<file path="src/rtl/vote_round_controller.sv">
// rtl/vote_round_controller.sv - 2-of-3 majority voting round sequencer
// Collects three ballots per round, evaluates pair/triple, hands result off over valid/ready.
module vote_round_controller #(
  parameter int MAX_COUNT = 10_000_000,
  parameter int CNT_W     = 8
) (
  input  logic             clk,
  input  logic             rst,
  input  logic [2:0]       vote_valid,
  input  logic [2:0]       vote_data,
  output logic [2:0]       vote_ready,
  output logic             res_valid,
  input  logic             res_ready,
  output logic             res_pair,
  output logic             res_triple,
  output logic             res_timeout,
  output logic [2:0]       res_mask,
  output logic [CNT_W-1:0] pass_count
);
  localparam int TW = $clog2(MAX_COUNT + 1);

  typedef enum logic [1:0] {COLLECT, EVAL, RESULT} state_t;

  state_t        state, state_nxt;
  logic [2:0]    mask, mask_nxt, ballot, accept, eff;
  logic [TW-1:0] timer, timer_nxt;

  assign vote_ready = (state == COLLECT) ? ~mask : 3'b000;
  assign accept     = vote_valid & vote_ready;
  assign mask_nxt   = mask | accept;
  // Timer stays idle at 0 until the first ballot of the round lands.
  assign timer_nxt  = (timer != '0 || accept != '0) ? timer + 1'b1 : timer;
  assign eff        = ballot & mask;

  always_ff @(posedge clk) begin
    if (rst) state <= COLLECT;
    else     state <= state_nxt;
  end

  always_comb begin
    state_nxt = state;
    case (state)
      // Looking at the incremented timer lets EVAL begin exactly when it reaches MAX_COUNT.
      COLLECT: if (&mask_nxt || timer_nxt == TW'(MAX_COUNT)) state_nxt = EVAL;
      EVAL:    state_nxt = RESULT;
      RESULT:  if (res_valid && res_ready) state_nxt = COLLECT;
      default: state_nxt = COLLECT;
    endcase
  end

  always_ff @(posedge clk) begin
    if (rst) begin
      mask        <= '0;
      ballot      <= '0;
      timer       <= '0;
      res_valid   <= 1'b0;
      res_pair    <= 1'b0;
      res_triple  <= 1'b0;
      res_timeout <= 1'b0;
      res_mask    <= '0;
      pass_count  <= '0;
    end else begin
      case (state)
        COLLECT: begin
          mask   <= mask_nxt;
          timer  <= timer_nxt;
          ballot <= (ballot & ~accept) | (vote_data & accept);
        end
        EVAL: begin
          res_pair    <= ((eff[0] | eff[1]) & eff[2]) | (eff[0] & eff[1]);
          res_triple  <= &eff;
          res_timeout <= ~&mask;
          res_mask    <= mask;
          res_valid   <= 1'b1;
        end
        RESULT: begin
          if (res_valid && res_ready) begin
            res_valid <= 1'b0;
            mask      <= '0;
            ballot    <= '0;
            timer     <= '0;
            if (res_pair && pass_count != '1) pass_count <= pass_count + 1'b1;
          end
        end
        default: ;
      endcase
    end
  end
endmodule
</file>
<file path="config.mk">
export PLATFORM = sky130hd
export DESIGN_NAME = vote_round_controller
export DESIGN_NICKNAME = d
export VERILOG_FILES = /design/src/rtl/vote_round_controller.sv
export SDC_FILE = /design/constraint.sdc
export NUM_CORES = 1
export LEC_CHECK = 0
export ABC_CLOCK_PERIOD_IN_PS = 7150
export BUFFER_PORTS_ARGS = -buffer_cell sky130_fd_sc_hd__buf_2
export CAP_MARGIN = 25
export CORE_MARGIN = 1
export CORE_UTILIZATION = 35
export DETAILED_ROUTE_END_ITERATION = 8
export PLACE_DENSITY = 0.61
export SLEW_MARGIN = 0
export SYNTH_ARGS = -nofsm -noshare
export SYNTH_HDL_FRONTEND = slang
export SYNTH_SLANG_ARGS = --single-unit
</file>
<file path="constraint.sdc">
create_clock -name clk -period 7.15 [get_ports clk]
set_input_delay 1.43 -clock clk [delete_from_list [all_inputs] [get_ports clk]]
set_output_delay 1.43 -clock clk [all_outputs]
set_load 0.05 [all_outputs]
</file>
Word level (Yosys, flattened, before mapping):

Index checks and enable logic that the tools add are counted.

* add/subtract/negate cells: 2
* eq/ne operators: 6
* muxes and demuxes: 12
* bitwise gates (word level): 12
* reduce and logical (&&, ||, !) cells: 17

Operator list (number)
* 24-bit 2-to-1 mux: 2
* 24-bit one-hot mux with 2 select lines: 1
* 24-bit by 1-bit adder with 24-bit output, second input constant: 1
* 24-bit == test, second input constant: 1
* 24-bit nonzero test: 1
* 3-bit AND: 4
* 3-bit one-hot mux with 2 select lines: 2
* 3-bit AND reduction: 4
* 8-bit by 1-bit adder with 8-bit output, second input constant: 1
* 8-bit != test, second input constant: 1
* 3-bit 2-to-1 mux: 2
* 3-bit NOT: 2
* 3-bit bitwise OR: 2
* 2-bit one-hot mux with 3 select lines: 1
* 2-bit AND reduction: 3
* 2-bit 2-to-1 mux: 2
* 2-bit nonzero test: 2
* 3-bit nonzero test: 1
* 1-bit AND: 2
* 2-bit by 1-bit == test with 1-bit output, second input constant: 1
* 2-bit == test, second input constant: 1
* 1-bit logical AND: 2
* 2-bit zero test: 1
* 1-bit logical OR: 2
* 6 further kinds: 7

* register bits: 47
* output and inout bits: 18
* word-level logic and storage cells: 59

Longest topological paths before layout:

Gate-level depths: netlist of the first run.

* depth after elaboration: 10
* depth in mapped cells: 11

Least setup slack after synthesis of the first run:

No wires, ideal clock.

* path kind: in2reg
* from: input port vote_valid[1]
* to: register state[0]
* data arrival time: 3147 ps
* path slack: 3919 ps
* stages on the path: 8
* buffers on the path: 1
* cell sequence: nor2b_1 > o21ai_0 > or4b_1 > buf_2 > a221o_1 > nor4_2 > o2111ai_1 > o31ai_2

* word-level cells in the longest chain between the ends: 8

Ends and longest elaborated chain
* start, declared: line 9 `input logic [2:0] vote_valid,`
* 3-bit AND *: line 29 `assign accept = vote_valid & vote_ready;`
* 3-bit nonzero test: line 32 `assign timer_nxt = (timer != '0 || accept != '0) ? timer + 1'b1 : timer;`
* 1-bit logical OR: line 32
* 24-bit 2-to-1 mux: line 32
* 24-bit == test: line 44 `COLLECT: if (&mask_nxt || timer_nxt == TW'(MAX_COUNT)) state_nxt = EVAL;`
* 1-bit logical OR *: line 44
* 2-bit by 1-bit != test with 1-bit output (no line) *
* 2-bit AND reduction (no line) *
* end signal, assigned: line 37 `else state <= state_nxt;`
* end, declared: line 24 `state_t state, state_nxt;`

Every way passes the cells marked *; elsewhere a longest branch is shown, timed or not.
A chain may end at the register's enable or synchronous reset.

Worst setup path after layout of the first run:

Same ends and word-level chain as after synthesis.

==> qor.yml, run 1 <==
timing:
  finalSetupTns_ns: 0
  fin_skew_ns: 0.006711
  rsz0062_at_grt: "no"
  setup_viol: 0
  finalCritPeriodShare_pct: 45.18
  hold_viol: 0
  fmax_ghz: 0.3096
  layout_min_cycle_time_ns: 3.230
  slew_violations: 0
  worst_pin_slew_ns: 0.8278
  relSlewSlack_pct: 44.61
synthesis:
  synth-main-ff-cell: "dfxtp_1"
  synth_edf_count: 0
  synthesis.nets: 359
  syn_area_um2: 2639
  ys_warn_count: 0
  synthDominantCellAreaShare_pct: 35.66
  synth.largest_area_cell: "dfxtp_1"
  yosysSeqAreaShare_pct: 35.66
  postSynthAreaPerCell_um2: 7.605
  synthTopCellsByArea: "dfxtp_1 (36%), o21ai_0 (7.2%), nor2_1 (6.1%), nand2_1 (5.3%), a21oi_1 (5.1%)"
  synth_cells: 347
  ys_seq_elements: 47
  synth_cell_types: 48
  async_reset_ff_share_pct: 0
critical_path:
  cp.arrival_ns: 3.47
  critPathMaxFanout: 8
  slowest_stage: "or4b_1"
  cp-start-kind: "primary input"
  critPathRequiredTime_ns: 7.39
  path_class: "primary input to register"
  cp_cell_sequence: "buf_2 -> nor2b_1 -> o21ai_0 -> or4b_1 -> a221o_1 -> nor4_2 -> o2111ai_1 -> o31ai_2"
  crit_cells: 8
  cp_num_buf_inv: 1
  worstRegToRegCells: 8
  end_kind: "register"
  max_stage_delay_ns: 0.60
  path_delay_family: "simple AND/OR/NAND/NOR gates"
placed_design:
  placedCellCount: 450
  hpwl_um: 4514
  place.gp.congestion: 0.8265
  numPortBuffers: 26
drt:
  drt_iter0_drc: 139
  vias_per_cell: 5.598
  wl_um: 6550
  drc: 0
  firstDrtPassIters: 4
  wire_per_inst_um: 14.30
  antenna_left: 0
  vias: 2564
floorplanning:
  die_height_um: 88.83
  fp.coreArea_um2: 7253
  row_count: 31
  die_area_um2: 7891
  io_pins: 27
  initial_core_util_pct: 36.38
  die_w_um: 88.83
grt:
  grt_pass1_vias: 2180
  antenna_found_initial: 0
  grt_max_degree: 34
  gr-total-overflow: 0
  grt_pass1_wl_um: 10760
  track_usage_pct: 17.67
power:
  p_leak_nw: 1.055
  seq_power_share_pct: 51.0
  vdd_drop_max_mv: 0.08068
  power.density_nw_per_um2: 195.8
  clkPwrFrac_pct: 30.4
  power.switching_mw: 0.1878
  comb_power_share_pct: 18.5
  switching_share_pct: 33.35
  p_int_mw: 0.3753
clock_tree:
  cts_buffer_depth: 2
  cts.sinks: 47
  path_clk_slew_ns: 0.10
  clock_latency_ns: 0.31
  h-tree-depth: 2
  cts_buffers: 5
  cts-root-buf: "clkbuf_8"
  hold_buffers: 0
  post_cts_resized: 0
  cts_tree: "built"
  postCtsSetupBuffers: 0
layout:
  fillers: 775
  syn_to_final_growth_pct: 9.009
  finalNetCount: 370
  final_cells: 458
  drive_above_1_share_pct: 11.98
  n_antenna_cell: 0
worst_hold_path:
  min_path_type: "register to register"
  hold_depth: 2
run_status:
  status: "completed"
job:
  maxCapViolations: 0
## per-stage QoR
stage / utilization, % / hold WS [ns] / setup WS (ns) / instance area, um2 / power, mW
finish: 39.66 / 0.4636 / 3.920 / 2877 / 0.5631
global route: 39.66 / 0.4963 / 3.784 / 2877 / 0.5889
CTS: 39.66 / 0.4703 / 3.927 / 2877 / 0.5672
detailed placement: 38.40 / 0.4538 / 3.593 / 2785 / 0.3967
global placement: 38.40 / 0.4463 / 3.645 / 2785 / 0.3953
floorplan: - / 0.4536 / 3.919 / 2639 / 0.3699
## logic make-up after synthesis
family	share of synthesized area, %
flops	35.66
xor+xnor	3.983
mux	0.3793
simple gates	31.53
buf+inv	5.358
fa+ha+maj	1.423
compound gates	21.67
## path summary, 6_finish.rpt
| path | startpoint | slack (ns) | endpoint |
|---|---|---|---|
| min reg2reg | res_mask[1] | 0.46 | res_mask[1] |
| max reg2reg | timer[0] | 4.14 | state[0] |
| min | res_mask[1] | 0.46 | res_mask[1] |
| max | vote_valid[1] | 3.92 | state[0] |
## synthesized netlist by cell type (4+ instances only)
library cell  count
nand3_1          14
or3_1             6
nor4_1            5
buf_2             8
o21ai_0          38
nor2_1           43
nor2b_1           5
a31oi_1           7
dfxtp_1          47
nor3_1            8
and3_1            9
xnor2_1           5
a22oi_1           4
inv_1             5
xor2_1            7
nand4_1          11
a21oi_1          27
clkbuf_1         13
nand2_1          37
## layout by cell type, fill, tap and decap left out, types with 6 or more instances in the layout
master	count
dfxtp_1	47
nor2_1	43
o21ai_0	38
nand2_1	37
a21oi_1	27
buf_2	26
nand3_1	14
nand4_1	11
and3_1	9
nor3_1	8
xor2_1	7
a31oi_1	7
or3_1	6
## worst reg2reg max path, delay by kind of cell (launching register included)
| family | cells | cell delay (ns) |
|---|---|---|
| flip-flops | 1 | 0.54 |
| AND/OR/NAND/NOR | 3 | 1.11 |
| AO/OA/AOI/OAI | 4 | 0.94 |
| adder cells (fa/ha/maj) | 1 | 0.34 |
## cell type report
class	instances	area, um2	share of cell area (%)
Sequential cell	47	940.9	32.71
Clock buffer	5	68.82	2.392
Timing Repair Buffer	28	145.1	5.046
Multi-Input combinational cell	271	1556	54.11
Tap cell	99	123.9	4.306
Clock inverter	3	22.52	0.7829
Inverter	5	18.77	0.6525
## state kept, by name (all words and copies together), names as in the netlist
register and count:
res_valid 1, res_mask 3, pass_count 8, res_triple 1, state 2, mask 3, res_pair 1, res_timeout 1
ballot 3, timer 24
## power groups by stage
| stage | clock network (mW) | registers (mW) | logic [mW] |
|---|---|---|---|
| 6_report | 0.171 | 0.287 | 0.104 |
| 3_5_place_dp | 0 | 0.293 | 0.104 |
| 3_3_place_gp | 0 | 0.293 | 0.103 |
| 2_1_floorplan | 0 | 0.289 | 0.0812 |
| 4_1_cts | 0.176 | 0.287 | 0.105 |
| 5_1_grt | 0.182 | 0.290 | 0.117 |
## layer usage
| metal | share of wire (%) | track usage (%) | vias up |
|---|---|---|---|
| met4 | 1.4 | 6.598 | 0 |
| met1 | 49 | 24.74 | 1209 |
| li1 | - | - | 1289 |
| met3 | 4.5 | 3.451 | 10 |
| met2 | 45 | 26.78 | 56 |
| met5 | 0 | 0 | - |
Note: power is estimated with default switching activity, not from simulation.
==> run 2: changes to the inputs <==
ABC_CLOCK_PERIOD_IN_PS = 3100   (was 7150)
clock period = 3.1 ns   (was 7.15 ns; I/O delays follow)
==> qor.yml, run 2 (synthesis results as in run 1) <==
power:
  power.switching_mw: 0.4146  # +120%
  p_int_mw: 0.8747  # +130%
  seq_power_share_pct: 51.2  # +0.2 points
  switching_share_pct: 32.16  # -1.2 points
  power.density_nw_per_um2: 439.4  # +120%
  comb_power_share_pct: 19.4  # +0.9 points
  vdd_drop_max_mv: 0.2293  # +180%
  clkPwrFrac_pct: 29.5  # -0.9 points
  p_leak_nw: 1.087  # +3.0%
timing:
  finalCritPeriodShare_pct: 87.82
  fmax_ghz: 0.3673
  hold_viol: 0  # unchanged
  relSlewSlack_pct: 58.74  # +14 points
  rsz0062_at_grt: "no"
  worst_pin_slew_ns: 0.6138  # -0.2139 ns
  finalSetupTns_ns: 0  # unchanged
  fin_skew_ns: 0.006474  # -0.0002368 ns
  setup_viol: 0  # unchanged
  hold_slack_ns: 0.4688  # +0.005201 ns
  layout_min_cycle_time_ns: 2.722
  slew_violations: 0  # unchanged
  fin_ws_ns: 0.3775  # -3.542 ns
grt:
  track_usage_pct: 17.26  # -0.41 points
  grt_pass1_vias: 2158  # -1.0%
  grt_max_degree: 34  # unchanged
  grt_pass1_wl_um: 10700  # -0.59%
  antenna_found_initial: 0  # unchanged
  gr-total-overflow: 0  # unchanged
clock_tree:
  postCtsSetupBuffers: 0  # unchanged
  path_clk_slew_ns: 0.09  # about the same
  hold_buffers: 0  # unchanged
  clock_latency_ns: 0.30  # about the same
  cts_buffers: 5  # unchanged
  cts-root-buf: "clkbuf_8"
  cts_buffer_depth: 2  # unchanged
  cts_tree: "built"
  h-tree-depth: 2  # unchanged
  post_cts_resized: 0  # unchanged
  cts.sinks: 47  # unchanged
critical_path:
  r2r_start: "timer[0]"
  critPathMaxFanout: 10  # +2
  r2r_end: "state[0]"
  cp.arrival_ns: 2.94  # -0.53 ns
  critPathRequiredTime_ns: 3.32  # -4.07 ns
  cp-start-kind: "register"
  end_kind: "register"
  worstRegToRegCells: 8  # unchanged
  path_class: "register to register"
  startpoint: "timer[0]"
  r2r_slack_ns: 0.38  # -3.76 ns
layout:
  final_cells: 466  # +1.7%
  fin_util_pct: 40.45  # +0.79 points
  largest_register_ffs: 24  # unchanged
  largest_register: "timer"
  drive_above_1_share_pct: 13.62  # +1.6 points
  n_antenna_cell: 0  # unchanged
  final_common_cell: "dfxtp_1"
  final_cell_mix: "dfxtp_1 (47), nor2_1 (43), o21ai_0 (38)"
  finalNetCount: 378  # +2.2%
  syn_to_final_growth_pct: 11.19
  reg.largest.list: "timer x24, pass_count x8"
drt:
  wire_per_inst_um: 14.15  # -1.1%
  drt_iter0_drc: 171  # +23%
  vias: 2559  # -0.20%
  drc: 0  # unchanged
  antenna_left: 0  # unchanged
  vias_per_cell: 5.491  # -1.9%
  firstDrtPassIters: 4  # unchanged
  wl_um: 6592  # +0.64%
floorplanning:
  io_pins: 27  # unchanged
  fp.coreArea_um2: 7253  # unchanged
  die_height_um: 88.83  # unchanged
  die_w_um: 88.83  # unchanged
  row_count: 31  # unchanged
  initial_core_util_pct: 36.38  # unchanged
  die_area_um2: 7891  # unchanged
job:
  maxCapViolations: 0  # unchanged
placed_design:
  place.gp.congestion: 0.8968  # +8.5%
  hpwl_um: 4606  # +2.0%
  numPortBuffers: 26  # unchanged
  placedCellCount: 458  # +1.8%
  place_ws_ns: 0.4475  # -3.146 ns
worst_hold_path:
  hold_start: "res_mask[1]"
  min_path_type: "register to register"
  hold_depth: 2  # unchanged
  hold_path_end: "res_mask[1]"
run_status:
  status: "completed"
run 2: power groups by stage:
stage / sequential [mW] / combinational [mW] / clock, mW
after floorplan: 0.666 / 0.187 / 0
after global placement: 0.672 / 0.249 / 0
after detailed placement: 0.673 / 0.247 / 0
after CTS: 0.659 / 0.251 / 0.390
after global routing: 0.667 / 0.274 / 0.414
final: 0.660 / 0.250 / 0.380
run 2: worst max-delay path, cell delays in order, from the launching register on:
cell,delay (ns)
dfxtp_1,0.41
ha_1,0.31
nand3_1,0.22
nor2_1,0.09
or4b_2,0.61
a221o_1,0.38
nor4_2,0.27
o2111ai_1,0.16
o31ai_2,0.20
run 2: how the worst max path moves through the flow:
stage,endpoint,slack (ns)
2_1_floorplan,state[0],0.58
3_3_place_gp,state[0],0.48
3_5_place_dp,state[0],0.45
4_1_cts,state[0],0.40
5_1_grt,state[0],0.22
6_report,state[0],0.38
run 2: through the flow:
step           power (mW)  cell area [um2]
2_1_floorplan      0.8531             2639
3_3_place_gp       0.9208             2845
3_5_place_dp       0.9205             2845
4_1_cts             1.300             2934
5_1_grt             1.355             2934
6_report            1.289             2934
run 2: routing by layer:
layer | track usage (%) | share of wire, % | vias up
li1 | - | - | 1301
met1 | 25.69 | 50 | 1185
met2 | 26.08 | 45 | 67
met3 | 2.612 | 4.7 | 6
met4 | 3.812 | 0.52 | 0
met5 | 0 | 0 | -
run 2: area by class of cell:
type                       count  area (um2)
fill                         762        4319
multi-input combinational    271        1556
sequential                    47       940.9
timing repair buffer          36       205.2
tap                           99       123.9
clock buffer                   6       72.57
inverter                       5       18.77
clock inverter                 2       16.27
